<file path="src/rtl/rv_pkg.sv">
// RV32I base opcodes and decoded-format encodings shared by the decode path.
package rv_pkg;

    localparam logic [6:0] OPC_LUI      = 7'b0110111;
    localparam logic [6:0] OPC_AUIPC    = 7'b0010111;
    localparam logic [6:0] OPC_JAL      = 7'b1101111;
    localparam logic [6:0] OPC_JALR     = 7'b1100111;
    localparam logic [6:0] OPC_BRANCH   = 7'b1100011;
    localparam logic [6:0] OPC_LOAD     = 7'b0000011;
    localparam logic [6:0] OPC_STORE    = 7'b0100011;
    localparam logic [6:0] OPC_OP_IMM   = 7'b0010011;
    localparam logic [6:0] OPC_OP       = 7'b0110011;
    localparam logic [6:0] OPC_MISC_MEM = 7'b0001111;
    localparam logic [6:0] OPC_SYSTEM   = 7'b1110011;

    localparam logic [2:0] FMT_R   = 3'd0;
    localparam logic [2:0] FMT_I   = 3'd1;
    localparam logic [2:0] FMT_S   = 3'd2;
    localparam logic [2:0] FMT_B   = 3'd3;
    localparam logic [2:0] FMT_U   = 3'd4;
    localparam logic [2:0] FMT_J   = 3'd5;
    localparam logic [2:0] FMT_BAD = 3'd7;

endpackage

</file>
<file path="src/rtl/decode_stage_if.sv">
// Fetch-side and execute-side valid/ready buses of the decode stage.
interface decode_stage_if #(
    parameter int XLEN = 32,
    parameter int PC_W = 32
);
    logic            in_valid;
    logic            in_ready;
    logic [31:0]     in_instr;
    logic [PC_W-1:0] in_pc;

    logic            out_valid;
    logic            out_ready;
    logic [PC_W-1:0] out_pc;
    logic [6:0]      out_opcode;
    logic [4:0]      out_rd;
    logic [2:0]      out_funct3;
    logic [4:0]      out_rs1;
    logic [4:0]      out_rs2;
    logic [6:0]      out_funct7;
    logic [2:0]      out_fmt;
    logic [XLEN-1:0] out_imm;
    logic            out_illegal;

    // Decode stage view
    modport slave (
        input  in_valid, in_instr, in_pc, out_ready,
        output in_ready, out_valid, out_pc, out_opcode, out_rd, out_funct3,
               out_rs1, out_rs2, out_funct7, out_fmt, out_imm, out_illegal
    );

    // Surrounding pipeline view
    modport master (
        output in_valid, in_instr, in_pc, out_ready,
        input  in_ready, out_valid, out_pc, out_opcode, out_rd, out_funct3,
               out_rs1, out_rs2, out_funct7, out_fmt, out_imm, out_illegal
    );
endinterface

</file>
<file path="src/rtl/rv_imm_gen.sv">
// Combinational RV32I format classifier and immediate generator.
// Shared with the compressed-expansion path, so it stays free of state.
module rv_imm_gen
    import rv_pkg::*;
#(
    parameter int XLEN = 32
) (
    input  logic [31:0]     instr,
    output logic [2:0]      fmt,
    output logic [XLEN-1:0] imm,
    output logic            illegal
);

    logic [31:0] imm32;

    // Classify by the full 7-bit opcode; every legal one ends in 2'b11,
    // so compressed or non-32-bit words fall through to BAD as well.
    always_comb begin
        fmt = FMT_BAD;
        case (instr[6:0])
            OPC_LUI, OPC_AUIPC:                  fmt = FMT_U;
            OPC_JAL:                             fmt = FMT_J;
            OPC_BRANCH:                          fmt = FMT_B;
            OPC_STORE:                           fmt = FMT_S;
            OPC_OP:                              fmt = FMT_R;
            OPC_JALR, OPC_LOAD, OPC_OP_IMM,
            OPC_MISC_MEM, OPC_SYSTEM:            fmt = FMT_I;
            default:                             fmt = FMT_BAD;
        endcase
        illegal = (fmt == FMT_BAD);
    end

    // Assemble the 32-bit sign-extended immediate for the detected format
    always_comb begin
        imm32 = '0;
        case (fmt)
            FMT_I: imm32 = {{20{instr[31]}}, instr[31:20]};
            FMT_S: imm32 = {{20{instr[31]}}, instr[31:25], instr[11:7]};
            FMT_B: imm32 = {{19{instr[31]}}, instr[31], instr[7],
                            instr[30:25], instr[11:8], 1'b0};
            FMT_U: imm32 = {instr[31:12], 12'b0};
            FMT_J: imm32 = {{11{instr[31]}}, instr[31], instr[19:12],
                            instr[20], instr[30:21], 1'b0};
            default: imm32 = '0;
        endcase
    end

    // Widen to XLEN keeping the sign
    assign imm = XLEN'($signed(imm32));

endmodule

</file>
<file path="src/rtl/decode_stage.sv">
// Registered RV32I decode stage: output register backed by one skid entry,
// so in_ready can come straight from a flop without losing throughput.
module decode_stage #(
    parameter int XLEN = 32,
    parameter int PC_W = 32
) (
    input  logic          clk,
    input  logic          rst_n,
    input  logic          flush,
    decode_stage_if.slave bus
);

    typedef struct packed {
        logic [PC_W-1:0] pc;
        logic [31:0]     instr;
        logic [2:0]      fmt;
        logic [XLEN-1:0] imm;
        logic            illegal;
    } entry_t;

    entry_t          in_entry;
    entry_t          out_q, out_d;
    entry_t          skid_q, skid_d;
    logic            out_valid_q, out_valid_d;
    logic            skid_valid_q, skid_valid_d;
    logic [2:0]      in_fmt;
    logic [XLEN-1:0] in_imm;
    logic            in_illegal;
    logic            accept;

    rv_imm_gen #(.XLEN(XLEN)) u_imm_gen (
        .instr   (bus.in_instr),
        .fmt     (in_fmt),
        .imm     (in_imm),
        .illegal (in_illegal)
    );

    assign in_entry = '{pc: bus.in_pc, instr: bus.in_instr, fmt: in_fmt,
                        imm: in_imm, illegal: in_illegal};

    // Flush blocks acceptance in the same cycle it is raised
    assign accept = bus.in_valid & ~skid_valid_q & ~flush;

    // Next-state for the output register and skid entry
    always_comb begin
        out_d        = out_q;
        skid_d       = skid_q;
        out_valid_d  = out_valid_q;
        skid_valid_d = skid_valid_q;
        if (flush) begin
            out_valid_d  = 1'b0;
            skid_valid_d = 1'b0;
        end else if (!out_valid_q || bus.out_ready) begin
            // Output slot frees up: the older skid entry goes first
            if (skid_valid_q) begin
                out_d        = skid_q;
                out_valid_d  = 1'b1;
                skid_valid_d = 1'b0;
            end else if (accept) begin
                out_d       = in_entry;
                out_valid_d = 1'b1;
            end else begin
                out_valid_d = 1'b0;
            end
        end else if (accept) begin
            // Output stalled: park the word accepted under a still-high in_ready
            skid_d       = in_entry;
            skid_valid_d = 1'b1;
        end
    end

    // State registers, cleared asynchronously
    always_ff @(posedge clk or negedge rst_n) begin
        if (!rst_n) begin
            out_q        <= '0;
            skid_q       <= '0;
            out_valid_q  <= 1'b0;
            skid_valid_q <= 1'b0;
        end else begin
            out_q        <= out_d;
            skid_q       <= skid_d;
            out_valid_q  <= out_valid_d;
            skid_valid_q <= skid_valid_d;
        end
    end

    assign bus.in_ready    = ~skid_valid_q;
    assign bus.out_valid   = out_valid_q;
    assign bus.out_pc      = out_q.pc;
    assign bus.out_opcode  = out_q.instr[6:0];
    assign bus.out_rd      = out_q.instr[11:7];
    assign bus.out_funct3  = out_q.instr[14:12];
    assign bus.out_rs1     = out_q.instr[19:15];
    assign bus.out_rs2     = out_q.instr[24:20];
    assign bus.out_funct7  = out_q.instr[31:25];
    assign bus.out_fmt     = out_q.fmt;
    assign bus.out_imm     = out_q.imm;
    assign bus.out_illegal = out_q.illegal;

endmodule

</file>
<file path="src/flat_wrapper.sv">
// flat-port wrapper written by rule: the top's interface ports become plain ports
module decode_stage_flat 
#(
    parameter int XLEN = 32,
    parameter int PC_W = 32
)
  (clk, rst_n, flush, bus_in_valid, bus_in_instr, bus_in_pc, bus_out_ready, bus_in_ready, bus_out_valid, bus_out_pc, bus_out_opcode, bus_out_rd, bus_out_funct3, bus_out_rs1, bus_out_rs2, bus_out_funct7, bus_out_fmt, bus_out_imm, bus_out_illegal);
  decode_stage_if #(.XLEN(XLEN), .PC_W(PC_W)) bus_i ();
  input  logic clk;
  input  logic rst_n;
  input  logic flush;
  input wire logic [$bits(bus_i.in_valid)-1:0] bus_in_valid;
  input wire logic [$bits(bus_i.in_instr)-1:0] bus_in_instr;
  input wire logic [$bits(bus_i.in_pc)-1:0] bus_in_pc;
  input wire logic [$bits(bus_i.out_ready)-1:0] bus_out_ready;
  output wire logic [$bits(bus_i.in_ready)-1:0] bus_in_ready;
  output wire logic [$bits(bus_i.out_valid)-1:0] bus_out_valid;
  output wire logic [$bits(bus_i.out_pc)-1:0] bus_out_pc;
  output wire logic [$bits(bus_i.out_opcode)-1:0] bus_out_opcode;
  output wire logic [$bits(bus_i.out_rd)-1:0] bus_out_rd;
  output wire logic [$bits(bus_i.out_funct3)-1:0] bus_out_funct3;
  output wire logic [$bits(bus_i.out_rs1)-1:0] bus_out_rs1;
  output wire logic [$bits(bus_i.out_rs2)-1:0] bus_out_rs2;
  output wire logic [$bits(bus_i.out_funct7)-1:0] bus_out_funct7;
  output wire logic [$bits(bus_i.out_fmt)-1:0] bus_out_fmt;
  output wire logic [$bits(bus_i.out_imm)-1:0] bus_out_imm;
  output wire logic [$bits(bus_i.out_illegal)-1:0] bus_out_illegal;
  assign bus_i.in_valid = bus_in_valid;
  assign bus_i.in_instr = bus_in_instr;
  assign bus_i.in_pc = bus_in_pc;
  assign bus_i.out_ready = bus_out_ready;
  assign bus_in_ready = bus_i.in_ready;
  assign bus_out_valid = bus_i.out_valid;
  assign bus_out_pc = bus_i.out_pc;
  assign bus_out_opcode = bus_i.out_opcode;
  assign bus_out_rd = bus_i.out_rd;
  assign bus_out_funct3 = bus_i.out_funct3;
  assign bus_out_rs1 = bus_i.out_rs1;
  assign bus_out_rs2 = bus_i.out_rs2;
  assign bus_out_funct7 = bus_i.out_funct7;
  assign bus_out_fmt = bus_i.out_fmt;
  assign bus_out_imm = bus_i.out_imm;
  assign bus_out_illegal = bus_i.out_illegal;
  decode_stage #(.XLEN(XLEN), .PC_W(PC_W)) u_core (.clk(clk), .rst_n(rst_n), .flush(flush), .bus(bus_i));
endmodule
</file>
<file path="config.mk">
export PLATFORM = sky130hd
export DESIGN_NAME = decode_stage_flat
export DESIGN_NICKNAME = d
export VERILOG_FILES = /design/src/rtl/rv_pkg.sv /design/src/rtl/decode_stage_if.sv /design/src/rtl/rv_imm_gen.sv /design/src/rtl/decode_stage.sv /design/src/flat_wrapper.sv
export SDC_FILE = /design/constraint.sdc
export NUM_CORES = 1
export LEC_CHECK = 0
export ABC_AREA = 1
export ABC_CLOCK_PERIOD_IN_PS = 1400
export BUFFER_PORTS_ARGS = -buffer_cell sky130_fd_sc_hd__buf_2
export CORE_ASPECT_RATIO = 0.5
export CORE_MARGIN = 10
export CORE_UTILIZATION = 50
export DETAILED_ROUTE_END_ITERATION = 8
export GPL_TIMING_DRIVEN = 0
export HOLD_SLACK_MARGIN = 0.1
export PLACE_DENSITY = 0.76
export SLEW_MARGIN = 25
export SYNTH_ARGS = -nofsm -noshare
export SYNTH_HDL_FRONTEND = slang
export SYNTH_SLANG_ARGS = --single-unit
</file>
<file path="constraint.sdc">
create_clock -name clk -period 1.4 [get_ports clk]
set_clock_uncertainty 0.1 [all_clocks]
set_input_delay 0.35 -clock clk [delete_from_list [all_inputs] [get_ports clk]]
set_output_delay 0.35 -clock clk [all_outputs]
set_load 0.05 [all_outputs]
</file>
==> impl_metrics.env <==
export IMPL_dpl_hpwl_mm=19.4
export IMPL_violations="setup timing"
export IMPL_endpoint_kind="output pin"
export IMPL_slowest_stage="dfrtp_1"
export IMPL_grt_ovfl_total=0
export IMPL_grt_max_degree=94
export IMPL_ys_warn_count=0
export IMPL_drc_errors=0
export IMPL_cts_max_level=1
export IMPL_vias=8774
export IMPL_timing_fmax_ghz=0.531
export IMPL_io_pin_count=171
export IMPL_grt_pass1_wl_mm=46.1
export IMPL_p_total_w=0.0172
export IMPL_leakage_nw=6.65
export IMPL_first_pass_iters=6
export IMPL_cp_top_family="buffers and inverters"
export IMPL_clock_sinks=202
export IMPL_cp_max_fo=2
export IMPL_ys_seq_elements=202
export IMPL_synthCells=1136
export IMPL_cts_tree="yes"
export IMPL_wl_per_cell_um=17.5
export IMPL_start_kind="register"
export IMPL_period_share=1.34
export IMPL_crit_buf_inv=5
export IMPL_synth_compound_area_frac=0.164
export IMPL_hp_start="bus_in_instr[17]"
export IMPL_synth_cell_area_mm2=0.00921
export IMPL_critPathKind="reg2out"
export IMPL_antenna_found_initial=3
export IMPL_cts_path_max_buffers=3
export IMPL_synth_xor_area_frac=0
export IMPL_io_buffers=170
export IMPL_post_place_ws_ns=-0.528
export IMPL_area_growth_synth_to_final_pct=34.0
export IMPL_cap_violations=0
export IMPL_outcome="finished with violations"
export IMPL_finalSetupViolations=303
export IMPL_async_flop_share=1.00
export IMPL_die_area_mm2=0.0246
export IMPL_core_area_mm2=0.0177
export IMPL_avgSynthCellArea_um2=8.10
export IMPL_hold_viol=0
export IMPL_worst_ir_drop_vdd_v=0.00105
export IMPL_num_rows=34
export IMPL_drt_iter0_markers=975
export IMPL_placed_area_mm2=0.0106
export IMPL_rsz0062_at_grt="true"
export IMPL_cp_data_required_time_ns=0.95
export IMPL_start_util=0.520
export IMPL_yosysSeqAreaShare=0.549
export IMPL_max_slew_worst_pin_slew_ns=0.487
export IMPL_synthDistinctLibCells=29
export IMPL_clockRootBuffer="clkbuf_16"
export IMPL_syn_nets=1205
export IMPL_layout_setup_ws_ns=-0.482
export IMPL_timing_reg2reg_setup_slack_ns=-0.30
export IMPL_synth_top_family_by_area="simple AND/OR/NAND/NOR gates"
export IMPL_clock_latency_ns=0.49
export IMPL_die_w_um=212
export IMPL_path_clk_slew_ns=0.07
export IMPL_wirelength_mm=28.7
export IMPL_die_y_um=116
export IMPL_drive_above_1_share=0.254
export IMPL_hold_class="in2reg"
export IMPL_min_period_ns=1.88
export IMPL_nets=1460
export IMPL_slew_headroom=0.675
export IMPL_path_cells="inv_2 > buf_8 > buf_8 > buf_8 > buf_8"
export IMPL_routed_via_density=5.35
export IMPL_cts_buffers=19
export IMPL_synthSimpleGateAreaFrac=0.210
export IMPL_cp_common_cell="buf_8"
export IMPL_synthFlopType="dfrtp_1"
export IMPL_post_route_util=0.697
export IMPL_slew_viol_final=0
export IMPL_cp_slowest_stage_delay_ns=0.39
export IMPL_grt_pass1_vias=8851
export IMPL_antenna_left=0
export IMPL_reg2reg_from="u_core.skid_valid_q"
export IMPL_synthAdderAreaFrac=0
export IMPL_crit_start="u_core.skid_valid_q"
export IMPL_synth_edf_count=0
export IMPL_final_area_mm2=0.0123
export IMPL_synthMuxAreaShare=0
export IMPL_grt_use_total=0.230
export IMPL_power_density_mw_per_mm2=1400
export IMPL_crit_arrival_ns=1.43
export IMPL_gp_congestion=0.860
[worst reg2reg max path: cells and delay by family, from the launching register on]
family | cells | cell delay, ns
buffers and inverters | 4 | 0.65
flip-flops | 1 | 0.41
AO/OA/AOI/OAI | 1 | 0.07
AND/OR/NAND/NOR | 3 | 0.34
[metal layers]
metal  global-route usage  vias to the layer above  part of all wire  wire length (µm)
met5                    0                        -                 0                 0
met4               0.0624                        0             0.021               606
met3               0.0434                       54             0.076              2190
met2                0.390                      357              0.48             13700
met1                0.299                     4235              0.42             12200
li1                     -                     4128                 -                 -
[layout by cell type (no fill, tap or decap), types with 25 or more instances in the layout]
master	count
a21oi_1	26
buf_2	149
buf_4	25
buf_6	42
dfrtp_1	201
dlygate4sd3_1	51
inv_1	87
nand2_1	327
nand2_2	33
nor2_1	76
o21ai_0	159
o21ai_1	84
[synth_stat cells (9+ instances only)]
library cell	instances	area share
a31oi_1	9	0.0061
dfrtp_1	202	0.55
clkbuf_1	33	0.013
nor2_1	78	0.032
a21oi_1	27	0.015
inv_1	90	0.037
nand2_2	15	0.010
buf_2	25	0.014
o21ai_0	215	0.12
nand2_1	346	0.14
o21ai_1	36	0.020
nand3_1	15	0.0082
[path summary, 6_finish.rpt]
check                      depth (start not counted)                      to
hold reg to reg                                    2  u_core.bus.out_imm[10]
max in group asynchronous                          3  u_core.bus.out_imm[31]
min in group asynchronous                          2   u_core.bus.out_pc[25]
setup / recovery                                   5            bus_in_ready
hold / removal                                     3       u_core.skid_q[53]
setup reg to reg                                   8       u_core.skid_q[67]
[cell families after synthesis]
family	after synthesis
buffers and inverters	168
AOI/OAI and AO/OA	295
DFF	202
and+or+nand+nor	471
[flip-flops by register name, summed over array words and instances (netlist names), 3 cells and up]
register               flops
u_core.bus.out_funct3      3
u_core.bus.out_funct7      7
u_core.bus.out_opcode      7
u_core.bus.out_imm        32
u_core.bus.out_fmt         3
u_core.bus.out_rs2         5
u_core.bus.out_rs1         5
u_core.bus.out_rd          5
u_core.skid_q            100
u_core.bus.out_pc         32
[power by group]
group          internal (W)  total [W]  switching [W]  leakage (nW)
registers           0.00691    0.00751       0.000600          2.57
clock network       0.00332    0.00556        0.00223         0.322
logic               0.00131    0.00417        0.00286          3.76
[cell type report]
type	instances	area, µm²
Antenna cell	3	7.51
Buffer	70	704
Clock buffer	29	563
Clock inverter	4	95.1
Fill cell	1372	5360
Inverter	98	373
Multi-Input combinational cell	766	3550
Sequential cell	202	5060
Tap cell	234	293
Timing Repair Buffer	234	1700
[repair_timing]
item	CTS	global route
gates resized for setup	100	121
pin swaps	1	2
buffers inserted	5	4
endpoints found under the setup margin	294	303
hold buffers	47	4
hold endpoints to repair	158	4
gates cloned	0	2
[per-stage QoR]
stage               hold WS [ns]  std cells  setup TNS [ns]
floorplan                -0.0456       1136           -5.29
global placement           0.357       1540         -738.22
detailed placement         0.174       1542          -57.44
CTS                       0.0854       1627          -39.26
global route               0.108       1640          -70.82
finish                    0.0927       1640          -57.15
No activity file was read; power rests on OpenSTA's default activity.
